$ cat config.mk
export PLATFORM = sky130hd
export DESIGN_NAME = dfc_host
export DESIGN_NICKNAME = d
export VERILOG_FILES = /design/src/rtl/dfc_pkg.sv /design/src/rtl/dfc_host_timer.sv /design/src/rtl/dfc_host.sv
export SDC_FILE = /design/constraint.sdc
export NUM_CORES = 1
export LEC_CHECK = 0
export CORE_UTILIZATION = 43
export DETAILED_ROUTE_END_ITERATION = 10
export PLACE_DENSITY = 0.7
export SYNTH_ARGS = -nofsm -noshare
export SYNTH_HDL_FRONTEND = slang
export SYNTH_SLANG_ARGS = --single-unit
$ cat constraint.sdc
create_clock -name clk -period 2.1 [get_ports clk]
set_clock_uncertainty 0.2 [all_clocks]
set_input_delay 0.315 -clock clk [delete_from_list [all_inputs] [get_ports clk]]
set_output_delay 0.315 -clock clk [all_outputs]
set_load 0.02 [all_outputs]
$ cat src/rtl/dfc_pkg.sv
// Shared encodings, sizes and types for the DFC host sequencer.
package dfc_pkg;

    localparam int N_BYTES   = 8;
    localparam int N_RESULTS = 4;
    localparam int RES_W     = 9;

    localparam logic [1:0] CMD_LOAD = 2'b00;
    localparam logic [1:0] CMD_FIFO = 2'b01;
    localparam logic [1:0] CMD_LIFO = 2'b10;

    typedef enum logic [2:0] {
        S_IDLE,
        S_LOAD,
        S_SEND,
        S_GUARD,
        S_WAIT,
        S_RDCMD,
        S_COLLECT,
        S_DONE
    } state_t;

    // Latched job: byte k of the request lives in bytes[k].
    typedef struct packed {
        logic                      lifo;
        logic [N_BYTES-1:0][7:0]   bytes;
    } job_t;

    // Result beats in arrival order, beat k in slot k.
    typedef logic [N_RESULTS-1:0][RES_W-1:0] res_t;

    // Read command for the requested order.
    function automatic logic [1:0] rd_cmd(input logic lifo);
        return lifo ? CMD_LIFO : CMD_FIFO;
    endfunction

endpackage

$ cat src/rtl/dfc_host_timer.sv
// Loadable down-counter; expired is high while the count sits at zero.
module dfc_host_timer #(
    parameter int W = 7
) (
    input  logic         clk,
    input  logic         reset,
    input  logic         load,
    input  logic [W-1:0] load_val,
    input  logic         en,
    output logic         expired
);

    logic [W-1:0] cnt;

    // Load takes priority; otherwise count down and saturate at zero.
    always_ff @(posedge clk) begin
        if (reset) begin
            cnt <= '0;
        end else if (load) begin
            cnt <= load_val;
        end else if (en && (cnt != '0)) begin
            cnt <= cnt - 1'b1;
        end
    end

    assign expired = (cnt == '0);

endmodule

$ cat src/rtl/dfc_host.sv
// DFC engine initiator: LOAD, stream 8 bytes, wait for idle, read 4 results.
module dfc_host
    import dfc_pkg::*;
#(
    parameter int TIMEOUT = 64,
    parameter int GUARD   = 2
) (
    input  logic                 clk,
    input  logic                 reset,
    input  logic                 job_valid,
    output logic                 job_ready,
    input  logic [63:0]          job_data,
    input  logic                 job_lifo,
    output logic                 res_valid,
    output logic [35:0]          res_data,
    output logic                 err,
    output logic [1:0]           cmd,
    output logic                 cmd_valid,
    output logic [7:0]           datain,
    input  logic                 busy,
    input  logic [RES_W-1:0]     dataout,
    input  logic                 output_valid
);

    localparam int TW = $clog2(TIMEOUT + 1);
    localparam int GW = (GUARD > 1) ? $clog2(GUARD) : 1;
    // Timer is loaded one below TIMEOUT so it expires on the TIMEOUT-th
    // counted cycle.
    localparam logic [TW-1:0] T_START = TW'(TIMEOUT - 1);
    localparam logic [GW-1:0] G_LAST  = GW'(GUARD - 1);
    localparam logic [2:0]    B_LAST  = 3'(N_BYTES - 1);

    state_t        state, state_d;
    job_t          job_q;
    res_t          buf_q, buf_d;
    logic [2:0]    idx_q, idx_d;
    logic [GW-1:0] g_q, g_d;
    logic [1:0]    beat_q, beat_d;

    logic [1:0]    cmd_d;
    logic          cmd_valid_d;
    logic [7:0]    datain_d;
    logic          job_ready_d;
    logic          res_valid_d;
    logic [35:0]   res_data_d;
    logic          err_d;

    logic          t_load, t_en, t_exp;
    logic          accept;

    assign accept = job_valid && job_ready;

    dfc_host_timer #(.W(TW)) u_timer (
        .clk      (clk),
        .reset    (reset),
        .load     (t_load),
        .load_val (T_START),
        .en       (t_en),
        .expired  (t_exp)
    );

    // State register.
    always_ff @(posedge clk) begin
        if (reset) state <= S_IDLE;
        else       state <= state_d;
    end

    // Next state plus next values of every registered output, so outputs
    // line up with the state they belong to.
    always_comb begin
        state_d     = state;
        idx_d       = idx_q;
        g_d         = g_q;
        beat_d      = beat_q;
        buf_d       = buf_q;
        cmd_d       = cmd;
        cmd_valid_d = 1'b0;
        datain_d    = datain;
        res_valid_d = 1'b0;
        res_data_d  = res_data;
        err_d       = 1'b0;
        t_load      = 1'b0;
        t_en        = 1'b0;

        case (state)
            S_IDLE: begin
                if (accept) begin
                    state_d     = S_LOAD;
                    cmd_d       = CMD_LOAD;
                    cmd_valid_d = 1'b1;
                    // Job is latched on this same edge, so byte0 comes
                    // straight from the request.
                    datain_d    = job_data[7:0];
                    buf_d       = '0;
                    beat_d      = '0;
                    idx_d       = '0;
                end
            end
            S_LOAD: begin
                state_d  = S_SEND;
                idx_d    = '0;
                datain_d = job_q.bytes[0];
            end
            S_SEND: begin
                if (idx_q == B_LAST) begin
                    state_d  = S_GUARD;
                    g_d      = '0;
                    datain_d = '0;
                end else begin
                    idx_d    = idx_q + 3'd1;
                    datain_d = job_q.bytes[idx_q + 3'd1];
                end
            end
            S_GUARD: begin
                // busy may not yet reflect the last byte; ignore it here.
                if (g_q == G_LAST) begin
                    state_d = S_WAIT;
                    t_load  = 1'b1;
                end else begin
                    g_d = g_q + 1'b1;
                end
            end
            S_WAIT: begin
                t_en = 1'b1;
                if (!busy) begin
                    state_d     = S_RDCMD;
                    cmd_d       = rd_cmd(job_q.lifo);
                    cmd_valid_d = 1'b1;
                end else if (t_exp) begin
                    state_d     = S_DONE;
                    res_valid_d = 1'b1;
                    err_d       = 1'b1;
                    res_data_d  = '0;
                end
            end
            S_RDCMD: begin
                state_d = S_COLLECT;
                t_load  = 1'b1;
            end
            S_COLLECT: begin
                t_en = 1'b1;
                if (output_valid) begin
                    buf_d[beat_q] = dataout;
                    beat_d        = beat_q + 2'd1;
                end
                // A 4th beat landing on the expiry cycle still counts.
                if (output_valid && (beat_q == 2'd3)) begin
                    state_d     = S_DONE;
                    res_valid_d = 1'b1;
                    res_data_d  = buf_d;
                end else if (t_exp) begin
                    state_d     = S_DONE;
                    res_valid_d = 1'b1;
                    err_d       = 1'b1;
                    res_data_d  = buf_d;
                end
            end
            S_DONE: begin
                state_d = S_IDLE;
            end
            default: begin
                state_d = S_IDLE;
            end
        endcase

        job_ready_d = (state_d == S_IDLE);
    end

    // Datapath registers and registered outputs.
    always_ff @(posedge clk) begin
        if (reset) begin
            job_q     <= '0;
            buf_q     <= '0;
            idx_q     <= '0;
            g_q       <= '0;
            beat_q    <= '0;
            cmd       <= CMD_LOAD;
            cmd_valid <= 1'b0;
            datain    <= '0;
            job_ready <= 1'b1;
            res_valid <= 1'b0;
            res_data  <= '0;
            err       <= 1'b0;
        end else begin
            if (accept) begin
                job_q.lifo  <= job_lifo;
                job_q.bytes <= job_data;
            end
            buf_q     <= buf_d;
            idx_q     <= idx_d;
            g_q       <= g_d;
            beat_q    <= beat_d;
            cmd       <= cmd_d;
            cmd_valid <= cmd_valid_d;
            datain    <= datain_d;
            job_ready <= job_ready_d;
            res_valid <= res_valid_d;
            res_data  <= res_data_d;
            err       <= err_d;
        end
    end

endmodule

==> qor.yml <==
run_status: "complete, no violations"
via_count_of_the_first_global_routing_pass: 6199
cts.path.max_buffers: 2
cts.reportedPaths.clkPinSlew_ns: 0.07
num-nets-final: 1086
max_freq_mhz: 487
startpoint: "idx_q[0]$_SDFFE_PP0P_"
coreArea_um2: 16700
rsz0062_at_grt: "no"
placed_cell_area_um2: 9260
synthesis.area_per_instance_um2: 8.45
timing.critical_path.required_ns: 2.21
synth_async_sr_flop_share_pct: 0
p_total_w: 0.00891
synthesized_area_fraction_occupied_by_and_or_nand_nor_cells_pct: 19.1
die_area_um2: 17800
holdCritPathClass: "input port to flop"
groute.usage.overall_pct: 22.4
power.density_cell_area_nw_per_um2: 900
crit_path_start_kind: "flop"
grt_max_degree: 97
final-max-slew-violation-count: 0
ir_worst_vdd_v: 0.000660
htree_num_levels: 4
slew_at_the_pin_closest_to_its_max_slew_limit_ns: 0.524
ys_seq_elements: 167
post_synthesis_to_final_layout_area_growth_pct: 33.6
mappedNetlistArea_um2: 7410
cp.arrival_ns: 2.16
synth_compound_gate_area_share_pct: 23.9
drtIter0Drc: 568
cp_cell_sequence: "ha_1, ha_1, buf_12, mux4_2, a221o_1"
max_cap_violations: 0
drive_above_1_share_pct: 12.8
routabilityCongestion: 0.800
globalRouteOverflowTotal: 0
critical_path.endpoint_type: "flop"
crit_path_top_delay_cell: "sky130_fd_sc_hd__a221o_1"
critPathMostFrequentCell: "sky130_fd_sc_hd__ha_1"
setup.reg_to_reg.worst_slack_ns: 0.05
reg2reg_from: "idx_q[0]$_SDFFE_PP0P_"
worst_setup_path_endpoint: "datain[6]$_SDFFE_PP0P_"
drt_pre_antenna_iters: 8
final_antenna_net_count: 0
vias_per_cell: 5.54
sequential_element_share_of_the_synthesized_area_pct: 45.1
final-setup-viol-count: 0
drc_errors: 0
finish.instance_area_um2: 9900
r2r_cells: 5
fin_hold_viols: 0
vias: 6833
synth.mux.area_fraction_pct: 5.30
fp.dieH_um: 133
initial_utilization_pct: 44.4
slew-limit-headroom_pct: 64.9
clock_sink_count: 167
number_of_antenna_repair_diodes: 0
clockRootBuffer: "sky130_fd_sc_hd__clkbuf_16"
timing.critical_path.buf_inv: 1
timing.critical_path.slowest_cell_delay_ns: 0.37
period_needed_ns: 2.05
synth_edf_count: 0
crit_path_max_fanout: 14
wirelength_um: 19500
io_pins: 129
std_cell_rows: 47
setup-tns-final_ns: 0
dr_wl_cell_um: 15.8
port_buffer_count: 128
worstReg2RegEnd: "datain[6]$_SDFFE_PP0P_"
die_w_um: 133
syn_inst_count: 877
critical_path_depth: 5
synthXorXnorAreaFrac_pct: 0.355
critical-path-top-delay-family: "adder cells"
first_pass_grt_wire_length_um: 31600
synth_fa_ha_area_share_pct: 1.18
worst-setup-path-type: "flop to flop"
clk_latency_ns: 0.42
postSynth.topFlopCell: "sky130_fd_sc_hd__dfxtp_1"
grt_antenna_before_repair: 0
period_share_pct: 97.7
synthesis.nets: 963
cts_tree: "yes"
synthesis.yosys.warnings: 0
synth_top_family_by_area: "compound AO/OA/AOI/OAI gates"
final_hpwl_from_detailed_placement_um: 13100
yosysUniqueCellTypes: 53
min_delay_path_depth: 3
tritoncts.num_buffers: 17
p_leak_nw: 3.55
[logic make-up after synthesis]
logic type,after synthesis
AOI/OAI and AO/OA,292
xor gates and xnor gates,3
adders and majority gates,7
buffers and inverters,94
DFF,167
muxes,19
and+or+nand+nor,295
[synthesized netlist by cell type (4+ instances only)]
library cell	number	area (um^2)
sky130_fd_sc_hd__o21ai_0	57	285
sky130_fd_sc_hd__mux4_2	16	360
sky130_fd_sc_hd__a21boi_0	28	210
sky130_fd_sc_hd__nor3_1	12	60.1
sky130_fd_sc_hd__buf_1	8	30.0
sky130_fd_sc_hd__a221o_1	8	80.1
sky130_fd_sc_hd__a22o_1	11	96.3
sky130_fd_sc_hd__buf_2	12	60.1
sky130_fd_sc_hd__or3_1	37	231
sky130_fd_sc_hd__and3_1	27	169
sky130_fd_sc_hd__nor2_1	13	48.8
sky130_fd_sc_hd__inv_1	15	56.3
sky130_fd_sc_hd__dfxtp_1	167	3340
sky130_fd_sc_hd__o221ai_1	8	70.1
sky130_fd_sc_hd__nand3_1	4	20.0
sky130_fd_sc_hd__nand2b_1	6	37.5
sky130_fd_sc_hd__ha_1	7	87.6
sky130_fd_sc_hd__or2_2	8	50.1
sky130_fd_sc_hd__a21oi_1	144	721
sky130_fd_sc_hd__clkbuf_1	57	214
sky130_fd_sc_hd__and2_1	4	25.0
sky130_fd_sc_hd__a221oi_1	18	158
sky130_fd_sc_hd__nand2_1	166	623
[cells in the final DEF (no fill, tap or decap), drive strengths merged, types with 2 or more instances in the layout]
| cell type | count |
|---|---|
| dfxtp | 167 |
| nand2 | 166 |
| a21oi | 144 |
| clkdlybuf4s50 | 126 |
| o21ai | 58 |
| buf | 56 |
| or3 | 37 |
| a21boi | 28 |
| and3 | 27 |
| clkbuf | 21 |
| a221oi | 18 |
| mux4 | 16 |
| inv | 16 |
| nor2 | 13 |
| nor3 | 13 |
| a22o | 11 |
| or2 | 8 |
| o221ai | 8 |
| a221o | 8 |
| ha | 7 |
| nand2b | 6 |
| nand3 | 4 |
| clkinvlp | 4 |
| and2 | 4 |
| a211oi | 3 |
| a31oi | 3 |
| bufinv | 3 |
| nor2b | 3 |
| clkinv | 3 |
| nor4 | 3 |
| and3b | 2 |
| a21o | 2 |
| nand3b | 2 |
| mux2 | 2 |
| xnor2 | 2 |
| nand4 | 2 |
[registers in the layout, summed over array words and instances (netlist names)]
register / count
job_q: 65
buf_q: 36
res_data: 36
datain: 8
u_timer.cnt: 7
idx_q: 3
state: 3
beat_q: 2
cmd: 2
cmd_valid: 1
err: 1
g_q: 1
job_ready: 1
res_valid: 1
[cell type report]
class,count,area [um^2]
flip-flops and latches,167,3340
repair buffers,183,1880
well taps,220,275
multi-input cells,616,3740
clock inverters,11,148
inverters,15,56.3
fillers,1508,6800
clock buffers,21,460
[tightest hold or removal path: stages]
cell	delay (ns)
sky130_fd_sc_hd__clkdlybuf4s50_1	0.39
sky130_fd_sc_hd__nand2_1	0.05
sky130_fd_sc_hd__a21oi_1	0.05
[through the flow]
| stage | hold slack (ns) | setup slack [ns] | utilization [%] | cells |
|---|---|---|---|---|
| finish | 0.231 | 0.0473 | 59.3 | 1233 |
| global route | 0.223 | 0.00258 | 59.3 | 1233 |
| CTS | 0.214 | 0.0185 | 59.1 | 1232 |
| detailed placement | 0.244 | -0.104 | 55.4 | 1200 |
| global placement | 0.238 | -0.0680 | 55.4 | 1200 |
| floorplan | 0.231 | 0.0119 | - | 877 |
[routing by layer]
metal  wire (um)  up-vias  share of wire, %  GRT usage, %
met5           0        -                 0             0
met2        9030      227                46          35.0
li1            -     3364                 -             -
met1        8800     3213                45          30.0
met4         430        0               2.2          9.28
met3        1190       29               6.1          4.60
[where the power goes]
group,switching [W],leakage (nW),internal (W)
clock network,0.00128,0.286,0.00194
registers,0.000183,1.36,0.00344
logic,0.00109,1.91,0.000989
total,0.00255,3.55,0.00637
[what timing repair did]
| action | 4_1_cts | 5_1_grt |
|---|---|---|
| buffers inserted | 0 | 1 |
| hold buffers | 0 | 0 |
| endpoints found under the hold margin | 0 | 0 |
| setup endpoints to repair | 1 | 38 |
| gates resized for setup | 1 | 9 |
| pin swaps | 0 | 1 |
[worst min-delay path by stage]
| stage | startpoint | to |
|---|---|---|
| 6_report | job_data[54] | job_q[54]$_SDFFE_PP0P_ |
| 5_1_grt | job_data[54] | job_q[54]$_SDFFE_PP0P_ |
| 4_1_cts | job_data[54] | job_q[54]$_SDFFE_PP0P_ |
| 3_5_place_dp | buf_q[10]$_SDFFE_PP0P_ | buf_q[10]$_SDFFE_PP0P_ |
| 3_3_place_gp | buf_q[10]$_SDFFE_PP0P_ | buf_q[10]$_SDFFE_PP0P_ |
| 2_1_floorplan | idx_q[1]$_SDFFE_PP0P_ | idx_q[1]$_SDFFE_PP0P_ |
No activity file was read; power rests on OpenSTA's default activity.
